## src/rtl/seqgen_tx.sv

```systemverilog
// seqgen_tx: serial MSB-first pattern generator with repeat/gap control; SEQGEN_TX_PARITY_EN appends an even-parity bit per repetition
module seqgen_tx #(
  parameter int   WIDTH    = 8,
  parameter int   CNT_W    = 4,
  parameter logic IDLE_BIT = 1'b0
) (
  input  logic             clk,
  input  logic             rst,
  input  logic             start,
  input  logic [WIDTH-1:0] pattern,
  input  logic [CNT_W-1:0] repeats,
  input  logic [CNT_W-1:0] gap,
  input  logic             abort,
  output logic             x,
  output logic             x_valid,
  output logic             busy,
  output logic             done
);
  localparam int BW = $clog2(WIDTH + 1);
`ifdef SEQGEN_TX_PARITY_EN
  localparam logic [BW-1:0] LAST = BW'(WIDTH);
`else
  localparam logic [BW-1:0] LAST = BW'(WIDTH - 1);
`endif
  typedef enum logic [1:0] {IDLE, SEND, GAP, FIN} state_t;
  state_t           state;
  logic [WIDTH-1:0] pat, sh;
  logic [CNT_W-1:0] rep_left, gap_r, gap_cnt;
  logic [BW-1:0]    bit_cnt;
`ifdef SEQGEN_TX_PARITY_EN
  logic             par;
`endif
  always_ff @(posedge clk) begin
    if (rst) begin
      state    <= IDLE;
      pat      <= '0;
      sh       <= '0;
      rep_left <= '0;
      gap_r    <= '0;
      gap_cnt  <= '0;
      bit_cnt  <= '0;
`ifdef SEQGEN_TX_PARITY_EN
      par      <= 1'b0;
`endif
      x        <= IDLE_BIT;
      x_valid  <= 1'b0;
      busy     <= 1'b0;
      done     <= 1'b0;
    end else if (abort && state != IDLE) begin
      state   <= IDLE;
      x       <= IDLE_BIT;
      x_valid <= 1'b0;
      busy    <= 1'b0;
      done    <= 1'b0;
    end else begin
      case (state)
        IDLE: if (start) begin
          pat      <= pattern;
          sh       <= pattern << 1;
          rep_left <= repeats;
          gap_r    <= gap;
          bit_cnt  <= '0;
`ifdef SEQGEN_TX_PARITY_EN
          par      <= ^pattern;
`endif
          busy     <= 1'b1;
          x_valid  <= repeats != '0;
          x        <= repeats != '0 ? pattern[WIDTH-1] : IDLE_BIT;
          done     <= repeats == '0;
          state    <= repeats != '0 ? SEND : FIN;
        end
        SEND: if (bit_cnt != LAST) begin
          bit_cnt <= bit_cnt + 1'b1;
          sh      <= sh << 1;
`ifdef SEQGEN_TX_PARITY_EN
          x       <= bit_cnt == BW'(WIDTH - 1) ? par : sh[WIDTH-1];
`else
          x       <= sh[WIDTH-1];
`endif
        end else begin
          rep_left <= rep_left - 1'b1;
          bit_cnt  <= '0;
          if (rep_left == CNT_W'(1)) begin
            state   <= FIN;
            x       <= IDLE_BIT;
            x_valid <= 1'b0;
            done    <= 1'b1;
          end else if (gap_r != '0) begin
            state   <= GAP;
            gap_cnt <= gap_r - 1'b1;
            x       <= IDLE_BIT;
            x_valid <= 1'b0;
          end else begin
            x  <= pat[WIDTH-1];
            sh <= pat << 1;
          end
        end
        GAP: if (gap_cnt == '0) begin
          state   <= SEND;
          x       <= pat[WIDTH-1];
          x_valid <= 1'b1;
          sh      <= pat << 1;
        end else begin
          gap_cnt <= gap_cnt - 1'b1;
        end
        FIN: begin
          state <= IDLE;
          busy  <= 1'b0;
          done  <= 1'b0;
        end
      endcase
    end
  end
endmodule

```

## config.mk

```make
export PLATFORM = sky130hd
export DESIGN_NAME = seqgen_tx
export DESIGN_NICKNAME = d
export VERILOG_FILES = /design/src/rtl/seqgen_tx.sv
export SDC_FILE = /design/constraint.sdc
export NUM_CORES = 1
export LEC_CHECK = 0
export CORE_MARGIN = 2
export CORE_UTILIZATION = 23
export DETAILED_ROUTE_END_ITERATION = 10
export GPL_TIMING_DRIVEN = 0
export HOLD_SLACK_MARGIN = 0.08
export PLACE_DENSITY_LB_ADDON = 0.1
export SKIP_CTS_REPAIR_TIMING = 1
export SKIP_LAST_GASP = 1
export SYNTH_ARGS = -nofsm -noshare
export SYNTH_HDL_FRONTEND = slang
export SYNTH_SLANG_ARGS = --single-unit
```

## constraint.sdc

```tcl
create_clock -name clk -period 3 [get_ports clk]
set_clock_uncertainty 0.05 [all_clocks]
set_input_delay 0.6 -clock clk [delete_from_list [all_inputs] [get_ports clk]]
set_output_delay 0.6 -clock clk [all_outputs]
set_load 0.01 [all_outputs]
```

==> run summary, run 1 <==
The flow ran to the end, and the final reports show no timing, DRC or antenna violations. The later pin in the worst-skew pair is clocked with a latency of 0.29 ns. The worst register-to-register path begins at rep_left[1]. Subtracting the final worst setup slack from the clock period gives 2.364 ns.

The tools report the maximum count of clock buffers along a single path as 2. In this run the worst setup path begins at rep_left[1]. The logs give 37 for the number of sinks driven by the clock tree and 5 for the CTS buffer count. Worst setup path category: register to register. After floorplanning, the core was divided into 34 placement rows.

Global routing finished with a remaining overflow of 0. After synthesis the netlist holds a flip-flop and latch count of 37. After synthesis, the share of cell area in mux cells is 4.374%. The slew at the pin with the worst max-slew slack came out at 0.9849 ns.

The worst-case setup slack after placement is 0.4800 ns, and the top-area cell type share of the netlist area is 35.47%. The detailed placer's ending HPWL was 4.280 mm; the layout net count was 310. The first global-routing pass estimated 9.687 mm of wire.

The worst setup path is captured at a register. The synthesized area is 0.002088 sq mm. The share of the core filled with cells was 28.98%. The number of flops mapped to enable cells by yosys was 0; the total power density per cell area was 1005 mW/mm^2. In this run the tightest slew margin relative to its limit is 33.73%. The main combinational cell family by area after synthesis was compound AO/OA/AOI/OAI gates.

For the worst setup path, the data arrival time is 2.49 ns. In the synthesized netlist the dominant register cell turns out to be sky130_fd_sc_hd__dfxtp_1. The number of max-cap violations was 0. Synthesis produced a netlist with a net count of 280. The maximum level of the CTS H-tree came out at 2.

Clock-pin slew was measured on the worst setup and hold paths at 0.08 ns. Counting flops with an async set or reset pin after synthesis yields a share of 0%. The number of optimization iterations in the first detailed-route pass was 4; the average routed wire per standard cell was 15.10 microns. The logs give 0.008763 sq mm for the floorplan core area and 55 for the count of distinct cell types in the synthesized netlist. The number of max-slew violations in the final report was 0. Of the synthesized area, sequential elements account for 35.47%.

The initial utilization of the core area, before any placement, comes to 23.83%. The largest area contributor in the netlist was sky130_fd_sc_hd__dfxtp_1. Setup violations remaining at the end of the flow were counted as 0.

Setup repair after global routing left no endpoint under its margin. The floorplan step set the die height to 99.29 microns. Number of cells traversed by the worst register-to-register path: 7.

Full die area: 0.009858 sq mm. The post-synthesis cell count was 252; the final wirelength was 5.888 mm. The XOR/XNOR share of the synthesized area came out at 0%. Most common cell in the synthesized netlist: sky130_fd_sc_hd__nand2_1. For the final routed database, the setup TNS stands at 0 ns.

By count the netlist is led by 48 x sky130_fd_sc_hd__nand2_1, 37 x sky130_fd_sc_hd__dfxtp_1, 27 x sky130_fd_sc_hd__a21oi_1. The worst hold path depth was 2; the worst setup margin was 0.6358 ns. The multi-input combinational cells in the finished layout cover a total of 0.001220 sq mm. The run gives 1,826 as the via count. Launching element type of the critical path: a register. The logs give 3.12 ns for the data required time of the critical path and 0 for the number of remaining DRC errors.

For this design the static power due to leakage is 0.0009116 uW. The tools report the number of nets with antenna violations after detailed routing as 0. TritonCTS built the clock tree. For the flip-flop and latch area, the log shows 740.7 sq um. The vias per cell works out to 4.682. The tree is rooted in a sky130_fd_sc_hd__clkbuf_8. After synthesis, the mean cell area works out to 8.287 sq um.

For the placer congestion estimate, the log shows 0.7204. For the hold violation count in the final report, the log shows 0. Power comes to 2552 uW. In this run the most critical hold path is launched from pat[4].

During I/O placement, the number of pins put on the boundary was 24. The logs give 0 for the number of antenna violations at the first check in global routing and 57 for the number of DRC markers after the initial detailed-route iteration. The width of the chip was 99.29 microns.

The worst path uses 78.81% of the clock period. The filler cells instantiated in the layout total 967. The number of global-route vias before repair is 1,780, and the highest fanout seen on the critical path is 7. The synthesized netlist devotes 24.63% of its cell area to simple gates. Entering global routing, the biggest net connects 11 pins. The worst hold-check path type was register to register. The number of antenna diodes in the final layout is 0.

The area added between synthesis and finish is 21.63%. For the total routing resource utilization after global routing, the log shows 12.56%. Of the total synthesized cell area, the portion taken by full adders, half adders and majority gates is 4.793%. Number of buffer cells added on primary ports: 23. IR analysis of the VDD net gives a maximum drop of 245.3 uV. Sorting the synthesized cells by area gives the leading types as sky130_fd_sc_hd__dfxtp_1 35%, sky130_fd_sc_hd__nand2_1 8.6%, sky130_fd_sc_hd__a21oi_1 6.5%, sky130_fd_sc_hd__ha_1 4.8%, sky130_fd_sc_hd__nor2_1 4.7%. Number of warning messages in the yosys log: 0.

Static timing analysis puts the maximum clock frequency at 423.0 MHz. Summing the areas of all compound-gate instances in the mapped netlist gives 24.63% of the synthesized area. Share of cells above drive strength 1: 11.70%.
## cell type report
type | count | area share, %
Multi-Input combinational cell | 195 | 48.03
Timing Repair Buffer | 23 | 9.064
Inverter | 5 | 0.7389
Tap cell | 108 | 5.320
Clock buffer | 7 | 3.399
Sequential cell | 37 | 29.16
Buffer | 15 | 4.286
## stage by stage
stage	cells	hold WS, ns	area, sq um
after floorplan	252	0.3820	2088
after global placement	383	0.3903	2454
after detailed placement	383	0.3961	2454
after CTS	390	0.4065	2540
after global routing	390	0.4216	2540
final	390	0.4042	2540
## cells by family (layout without fill, tap and decap cells)
family / Yosys count / after routing
and+or+nand+nor: 105 / 105
AOI/OAI and AO/OA: 73 / 73
DFF: 37 / 37
buffers and inverters: 20 / 50
muxes: 9 / 9
adders and majority gates: 8 / 8
## final timing paths
kind	to	slack [ns]
max	gap_cnt[2]	0.64
min reg2reg	pat[4]	0.40
min	pat[4]	0.40
max reg2reg	gap_cnt[2]	0.64
## sequential cells by signal (all words and copies together), names as in the netlist
| register | flops |
|---|---|
| sh | 7 |
| gap_cnt | 4 |
| pat | 8 |
| gap_r | 4 |
| done | 1 |
| bit_cnt | 4 |
| state | 2 |
| x | 1 |
| rep_left | 4 |
| busy | 1 |
| x_valid | 1 |
## power by group
group	internal (uW)	leakage [uW]	switching, uW
clock	183	0.0000443	184
sequential	641	0.000303	109
combinational	638	0.000564	799
total	1460	0.000912	1090
## placed cells by master (no fill, tap or decap), drive strengths merged, types with 2 or more instances in the layout
cell type,count
nand2,48
dfxtp,37
a21oi,27
nor2,26
clkdlybuf4s50,23
o21ai,18
clkbuf,16
mux2i,8
ha,8
a311o,6
buf,6
inv,5
nand2b,4
a211oi,4
nand4,4
and2,3
nor4,3
or3,3
a22oi,3
a21o,2
or3b,2
a2111oi,2
## worst max-delay path: stages, from the launching register on
cell and delay (ns):
sky130_fd_sc_hd__dfxtp_1 0.32, sky130_fd_sc_hd__inv_1 0.08, sky130_fd_sc_hd__ha_1 0.13, sky130_fd_sc_hd__nor3b_1 0.73, sky130_fd_sc_hd__o21ai_0 0.27, sky130_fd_sc_hd__nand4_1 0.34, sky130_fd_sc_hd__mux2i_1 0.23, sky130_fd_sc_hd__a31oi_1 0.10
## metal layers
layer  vias to the layer above  wire length, microns  GRT usage, %
li1                        959                     -             -
met1                       841                  2982         17.59
met2                        21                  2653         19.54
met3                         5                   188         2.460
met4                         0                    63         3.793
met5                         -                     0             0
Power figures use the tool's default switching activity.
==> inputs of run 2 (changes only) <==
==> constraint.sdc (replaced) <==
create_clock -name clk -period 2.3 [get_ports clk]
set_clock_uncertainty 0.05 [all_clocks]
set_input_delay 0.46 -clock clk [delete_from_list [all_inputs] [get_ports clk]]
set_output_delay 0.46 -clock clk [all_outputs]
set_load 0.01 [all_outputs]
==> run 2 against run 1 <==
  * Register-to-register slack got worse by 0.46 ns
  * Combinational power rose by 33%
  * Global-route usage did not move
  * Total power rose by 33%
  * Hold slack barely moved
  * Die area did not move
  * Count of clock-buffer cells in the layout did not move
  * Core utilization rose by 0.27 points
  * First-iteration DRC count rose by 5.3%
==> run summary, run 2 (synthesis results as in run 1) <==
The cell family contributing the most delay on the critical path is compound AO/OA/AOI/OAI gates. The final cell area excluding filler cells was 0.002564 sq mm; the total power density per cell area was 1319 mW/mm^2. The height of the die is 99.29 microns, and the vias per cell is 4.701. Once detail routing completed, the nets flagged for antenna violations numbered 0.

At the pin with the least slew margin, the transition time is 0.9827 ns. The run gives 0 as the number of max-slew violations in the final report. The number of buffers and inverters on the critical path is 2.

Prior to clock tree synthesis, the placed netlist has a worst setup slack of -0.08002 ns. On the critical path, the stage with the largest delay is an instance of sky130_fd_sc_hd__or3b_1. For this run, the slowest stage of the critical path takes 0.40 ns.

The area added between synthesis and finish is 22.77%. The clock-pin slew on the worst setup and hold paths works out to 0.08 ns. For the final hold slack, the log shows 0.4041 ns. By startpoint and endpoint, the worst setup path is classified as register to register. After detailed routing, the average wire length per cell comes to 15.02 microns. Setup repair after global routing left no endpoint under its margin.

pat holds more flip-flops than any other register. The logs give 1,780 for the number of global-route vias before repair and 0.002454 sq mm for the placed standard-cell area. The tools report the clock tree root buffer cell as sky130_fd_sc_hd__clkbuf_8.

The worst path meets setup with 0.1727 ns of slack. The run gives 1,838 as the via count. The worst setup path is launched from a register.

The tools report the wire length on met1 as 3.001 mm. The clock reaches the later pin of the worst-skew pair after 0.29 ns. The run gives 0 as the hold violation count in the final report. Dividing the final minimum period by the clock period gives 92.49%. The share of cells above drive strength 1 is 13.78%, and the number of antenna violations at the first check in global routing is 0. The highest fanout seen on the critical path is 9, and the full die area is 0.009858 sq mm. The count of inserted antenna diode cells was 0; the number of sinks driven by the clock tree was 37. Fill cells in the final layout number 962. The congestion estimate from routability-driven global placement came to 0.7204.

The library cell used most frequently in the layout, excluding fill and tap cells, is sky130_fd_sc_hd__nand2_1. Setup violations remaining at the end of the flow were counted as 0. The run gives 0.001234 sq mm as the footprint of the multi-input gates. After detailed routing, the met2 layer carries 2.641 mm of wire. For the maximum number of pins on one net before global-route repair, the log shows 11. The highest layer touched by signal routing is met4. Max-cap violations in this run came to 0. The starting density of the core is 23.83%, and the number of remaining DRC errors is 0. The library cells used most frequently in the layout, excluding fill and tap cells, are 48 x sky130_fd_sc_hd__nand2_1, 36 x sky130_fd_sc_hd__dfxtp_1, 27 x sky130_fd_sc_hd__a21oi_1, 26 x sky130_fd_sc_hd__nor2_1, 23 x sky130_fd_sc_hd__clkdlybuf4s50_1.

The total routing resource utilization after global routing came out at 12.56%. The H-tree was split into 2 levels. The site row count came out at 34. The largest registers in the layout are pat: 8 flops, sh: 7 flops. For this run the aggregate overflow at the end of global routing stands at 0. The run finished with clean final reports. Leakage power: 0.0009234 uW. The flip-flop and latch area is 742.0 sq um.

The detailed placer's ending HPWL is 4.280 mm, and the maximum count of clock buffers along a single path is 2. Width of the chip: 99.29 microns. For the peak clock frequency supported by timing, the log shows 470.1 MHz.

STA classifies the critical path endpoint as a register. The final period demand of the worst path is 2.127 ns, and the number of buffer cells added on primary ports is 23. After floorplanning, the core was sized to cover 0.008763 sq mm. Data on the critical path arrives at its endpoint at 2.27 ns.

The run gives 165 microns as the met3 routed wirelength. TritonCTS built the clock tree. The data required time of the critical path is 2.44 ns. The run gives 5.872 mm as the final wirelength.

Traced cell by cell, the critical path runs through inv_1 -> ha_1 -> buf_6 -> or3b_1 -> a22oi_2 -> o21ai_0 -> a221oi_1. The pre-antenna-repair detailed-routing pass consisted of 4 iterations. In this run the worst hold path is classified as register to register. CTS buffer count: 5. VDD sags by at most 344.1 uV. During I/O placement, the number of pins put on the boundary was 24. The first global-routing pass estimated 9.687 mm of wire. After the first detailed-routing iteration, the DRC count stood at 60. For the layout net count, the log shows 311. The register with the most flip-flops in the layout has 8 of them.

The worst slew margin relative to its limit came out at 33.88%.
-- run 2: changes by cell type in the layout (fill, tap and decap cells not counted), sizes merged --
cell and delta:
clkbuf -1, buf +2
-- run 2: worst register-to-register path: stages (launching register included) --
cell	delay, ns
sky130_fd_sc_hd__dfxtp_1	0.37
sky130_fd_sc_hd__inv_1	0.12
sky130_fd_sc_hd__ha_1	0.23
sky130_fd_sc_hd__buf_6	0.14
sky130_fd_sc_hd__or3b_1	0.40
sky130_fd_sc_hd__a22oi_2	0.29
sky130_fd_sc_hd__o21ai_0	0.14
sky130_fd_sc_hd__a221oi_1	0.30
-- run 2: stage by stage --
step	util (%)	total power [uW]	TNS, ns	std cells
after floorplan	-	2380	0	252
after global placement	28.00	2916	-0.3441	383
after detailed placement	28.00	2888	-0.1662	383
after CTS	28.98	3379	-0.2560	390
after global routing	29.25	3697	0	391
final	29.25	3382	0	391
-- run 2: layout make-up --
class | instances | share of cell area [%]
Multi-Input combinational cell | 195 | 48.12
Sequential cell | 37 | 28.94
Timing Repair Buffer | 24 | 9.273
Tap cell | 108 | 5.271
Buffer | 15 | 4.295
Clock buffer | 7 | 3.367
Inverter | 5 | 0.7321
-- run 2: final timing paths --
check,start,to,slack [ns],depth (start not counted)
setup reg to reg,state[0],rep_left[0],0.17,7
hold / removal,pat[4],pat[4],0.40,2
hold reg to reg,pat[4],pat[4],0.40,2
setup / recovery,state[0],rep_left[0],0.17,7
-- run 2: routing by layer --
| layer | up-vias | track usage, % |
|---|---|---|
| met5 | - | 0 |
| met4 | 0 | 3.793 |
| met3 | 5 | 2.460 |
| met2 | 21 | 19.54 |
| met1 | 852 | 17.59 |
| li1 | 960 | - |
-- run 2: power by group --
group	switching, uW	leakage [uW]	internal (uW)
clock	240	0.0000443	238
combinational	1060	0.000575	866
sequential	143	0.000304	838
==> inputs of run 3 (changes only) <==
--- a/config.mk
+++ b/config.mk
@@ -10,7 +10,6 @@
 export DETAILED_ROUTE_END_ITERATION = 10
 export GPL_TIMING_DRIVEN = 0
 export HOLD_SLACK_MARGIN = 0.08
-export PLACE_DENSITY_LB_ADDON = 0.1
 export SKIP_CTS_REPAIR_TIMING = 1
 export SKIP_LAST_GASP = 1
 export SYNTH_ARGS = -nofsm -noshare
==> run 3 against run 2 <==
  * Register-to-register slack worse by 0.02 ns
  * Setup slack got worse by 0.020 ns
  * Critical path depth up 2
==> run summary, run 3 (synthesis results as in run 1) <==
The flow ran to the end, and the final reports show no timing, DRC or antenna violations. Counting cells, the worst reg-to-reg path comes to 9. The run gives 0.4037 ns as the final hold slack. For the worst setup path, the data arrival time is 2.27 ns.

The final critical path takes up 93.38% of the cycle. Entering global routing, the biggest net connects 13 pins. The via count is 1,956.

In this run the static leakage power is 0.0009436 uW. In the final layout, the share of cells above drive strength 1 is 14.34%. The global-route wire length before repair was 8.894 mm; the number of nets with antenna violations after detailed routing was 0.

TritonCTS built the clock tree. Clock-pin slew on the worst setup and hold paths: 0.08 ns. The critical hold path startpoint is sh[2]. 24 I/O pins were placed. After detailed routing, the number of vias per cell comes to 4.964.

Clock tree root buffer cell: sky130_fd_sc_hd__clkbuf_8. In this run the power density over the cells is 1353 mW/mm^2. Timing would allow up to 465.6 MHz.

The floorplan core area was 0.008763 sq mm. Critical register-to-register path endpoint: rep_left[2]. For the worst setup path, the data required time is 2.42 ns. The number of antenna violations at the first check in global routing is 0. At the pin with the least slew margin, the transition time is 0.8310 ns.

The hold violation count in the final report is 0. The worst hold path endpoint is sh[2]. The clock passes through at most 2 buffers. The number of max-cap violations is 0, and the slack of the worst reg-to-reg path is 0.15 ns.

Headroom to the max-slew limit came out at 44.09%. Later-pin clock latency in the skew report: 0.29 ns. The final count of negative-setup-slack endpoints is 0. At the end of the flow, the number of nets in the layout was 313. The number of DRC markers after the initial detailed-route iteration was 108; the width of the chip was 99.29 microns. The worst setup path category is register to register.

The number of buffer cells added on primary ports is 23, and the count of inserted antenna diode cells is 0. The H-tree generated during clock tree synthesis spans 2 levels. The completed layout was analyzed and its total power is 3532 uW. Site row count: 34. The die covers 0.009858 sq mm. In this run the worst path has a maximum fanout of 9.

The worst hold path depth was 2; the height of the die was 99.29 microns. The register with the most flip-flops in the layout has 8 of them. The area added between synthesis and finish was 24.98%. Counting tap cells, the placed design contains a total of 383 instances.

Placer congestion estimate: 0.7874. Leaving out filler cells and counting taps, the final layout contains 394. The maximum VDD drop was 372.8 uV; the average routed wire per standard cell was 13.88 microns. The commonest non-fill, non-tap cell in the layout is sky130_fd_sc_hd__nand2_1. The tools report the starting density of the core as 23.83%.

In the global route stage, overall resource usage came out at 11.23%. STA classifies the critical path startpoint as a register. The run gives 5.467 mm as the final wirelength. The detailed placer's ending HPWL was 3.861 mm; the CTS buffer count was 5. The total overflow left after global routing is 0. The logs give 4 for the number of optimization iterations in the first detailed-route pass and 0 ns for the setup TNS. The worst hold path belongs to the class register to register. Setup repair after global routing left no endpoint under its margin. For the number of sinks driven by the clock tree, the log shows 37. The final period demand of the worst path was 2.148 ns. The tools report the nature of the critical path endpoint as a register.

The reg-to-reg critical path startpoint was state[0]. The top cell types in the final layout, fill and taps aside, are 48 x sky130_fd_sc_hd__nand2_1, 37 x sky130_fd_sc_hd__dfxtp_1, 27 x sky130_fd_sc_hd__a21oi_1, 26 x sky130_fd_sc_hd__nor2_1, 23 x sky130_fd_sc_hd__clkdlybuf4s50_1. Counting flops per register, the top entry is pat. For this run, design rule violations remaining after detail routing come to 0.

The largest registers in the layout are pat: 8 flops, sh: 7 flops. The logs give 1,807 for the number of global-route vias before repair and 29.78% for the share of the core filled with cells. For the number of max-slew violations in the final report, the log shows 0.
[run 3: cell count changes in the layout (fill, tap and decap cells not counted), sizes merged]
cell,previous run,this run
buf,8,9
bufinv,0,1
clkinvlp,0,1
[run 3: worst max-delay path by stage]
stage / slack, ns / to / startpoint / cells after the start
after floorplan: 0.33 / x_valid / rep_left[1] / 7
after global placement: 0.01 / done / state[1] / 8
after detailed placement: -0.04 / done / state[1] / 8
after CTS: -0.07 / done / state[1] / 8
after global routing: 0.008 / x / state[1] / 8
final: 0.15 / rep_left[2] / state[0] / 9
[run 3: metrics by stage]
stage	instance area, sq um	worst slack [ns]
2_1_floorplan	2088	0.3260
3_3_place_gp	2454	0.01463
3_5_place_dp	2454	-0.03745
4_1_cts	2574	-0.07185
5_1_grt	2610	0.008453
6_report	2610	0.1522
[run 3: layout make-up]
class / instances / area [sq um]
Fill cell: 933 / 6153
Multi-Input combinational cell: 195 / 1234
Sequential cell: 37 / 740.7
Timing Repair Buffer: 26 / 252.7
Tap cell: 108 / 135.1
Buffer: 15 / 108.9
Clock buffer: 6 / 82.58
Clock inverter: 2 / 37.54
Inverter: 5 / 18.77
[run 3: power breakdown]
part           total [uW]  leakage (uW)  switching [uW]  internal [uW]
Combinational        1950      0.000583            1060            889
Clock                 604     0.0000574             251            353
Sequential            981      0.000303             146            835
Total                3530      0.000944            1450           2080
[run 3: routing by layer]
layer	routed length (microns)	GRT usage (%)	share of wire, %	vias up
met5	0	0	0	-
met4	90	4.320	1.6	0
met3	257	3.022	4.7	8
met2	2683	18.09	49	43
met1	2436	14.34	45	937
li1	-	-	-	968
[run 3: critical path, stage by stage, from the launching register on]
cell and delay, ns:
sky130_fd_sc_hd__dfxtp_1 0.38, sky130_fd_sc_hd__inv_1 0.13, sky130_fd_sc_hd__ha_1 0.23, sky130_fd_sc_hd__buf_6 0.13
sky130_fd_sc_hd__or3b_1 0.40, sky130_fd_sc_hd__a22oi_2 0.23, sky130_fd_sc_hd__buf_4 0.18, sky130_fd_sc_hd__o21ai_0 0.08
sky130_fd_sc_hd__a22oi_1 0.16, sky130_fd_sc_hd__nor2_1 0.05
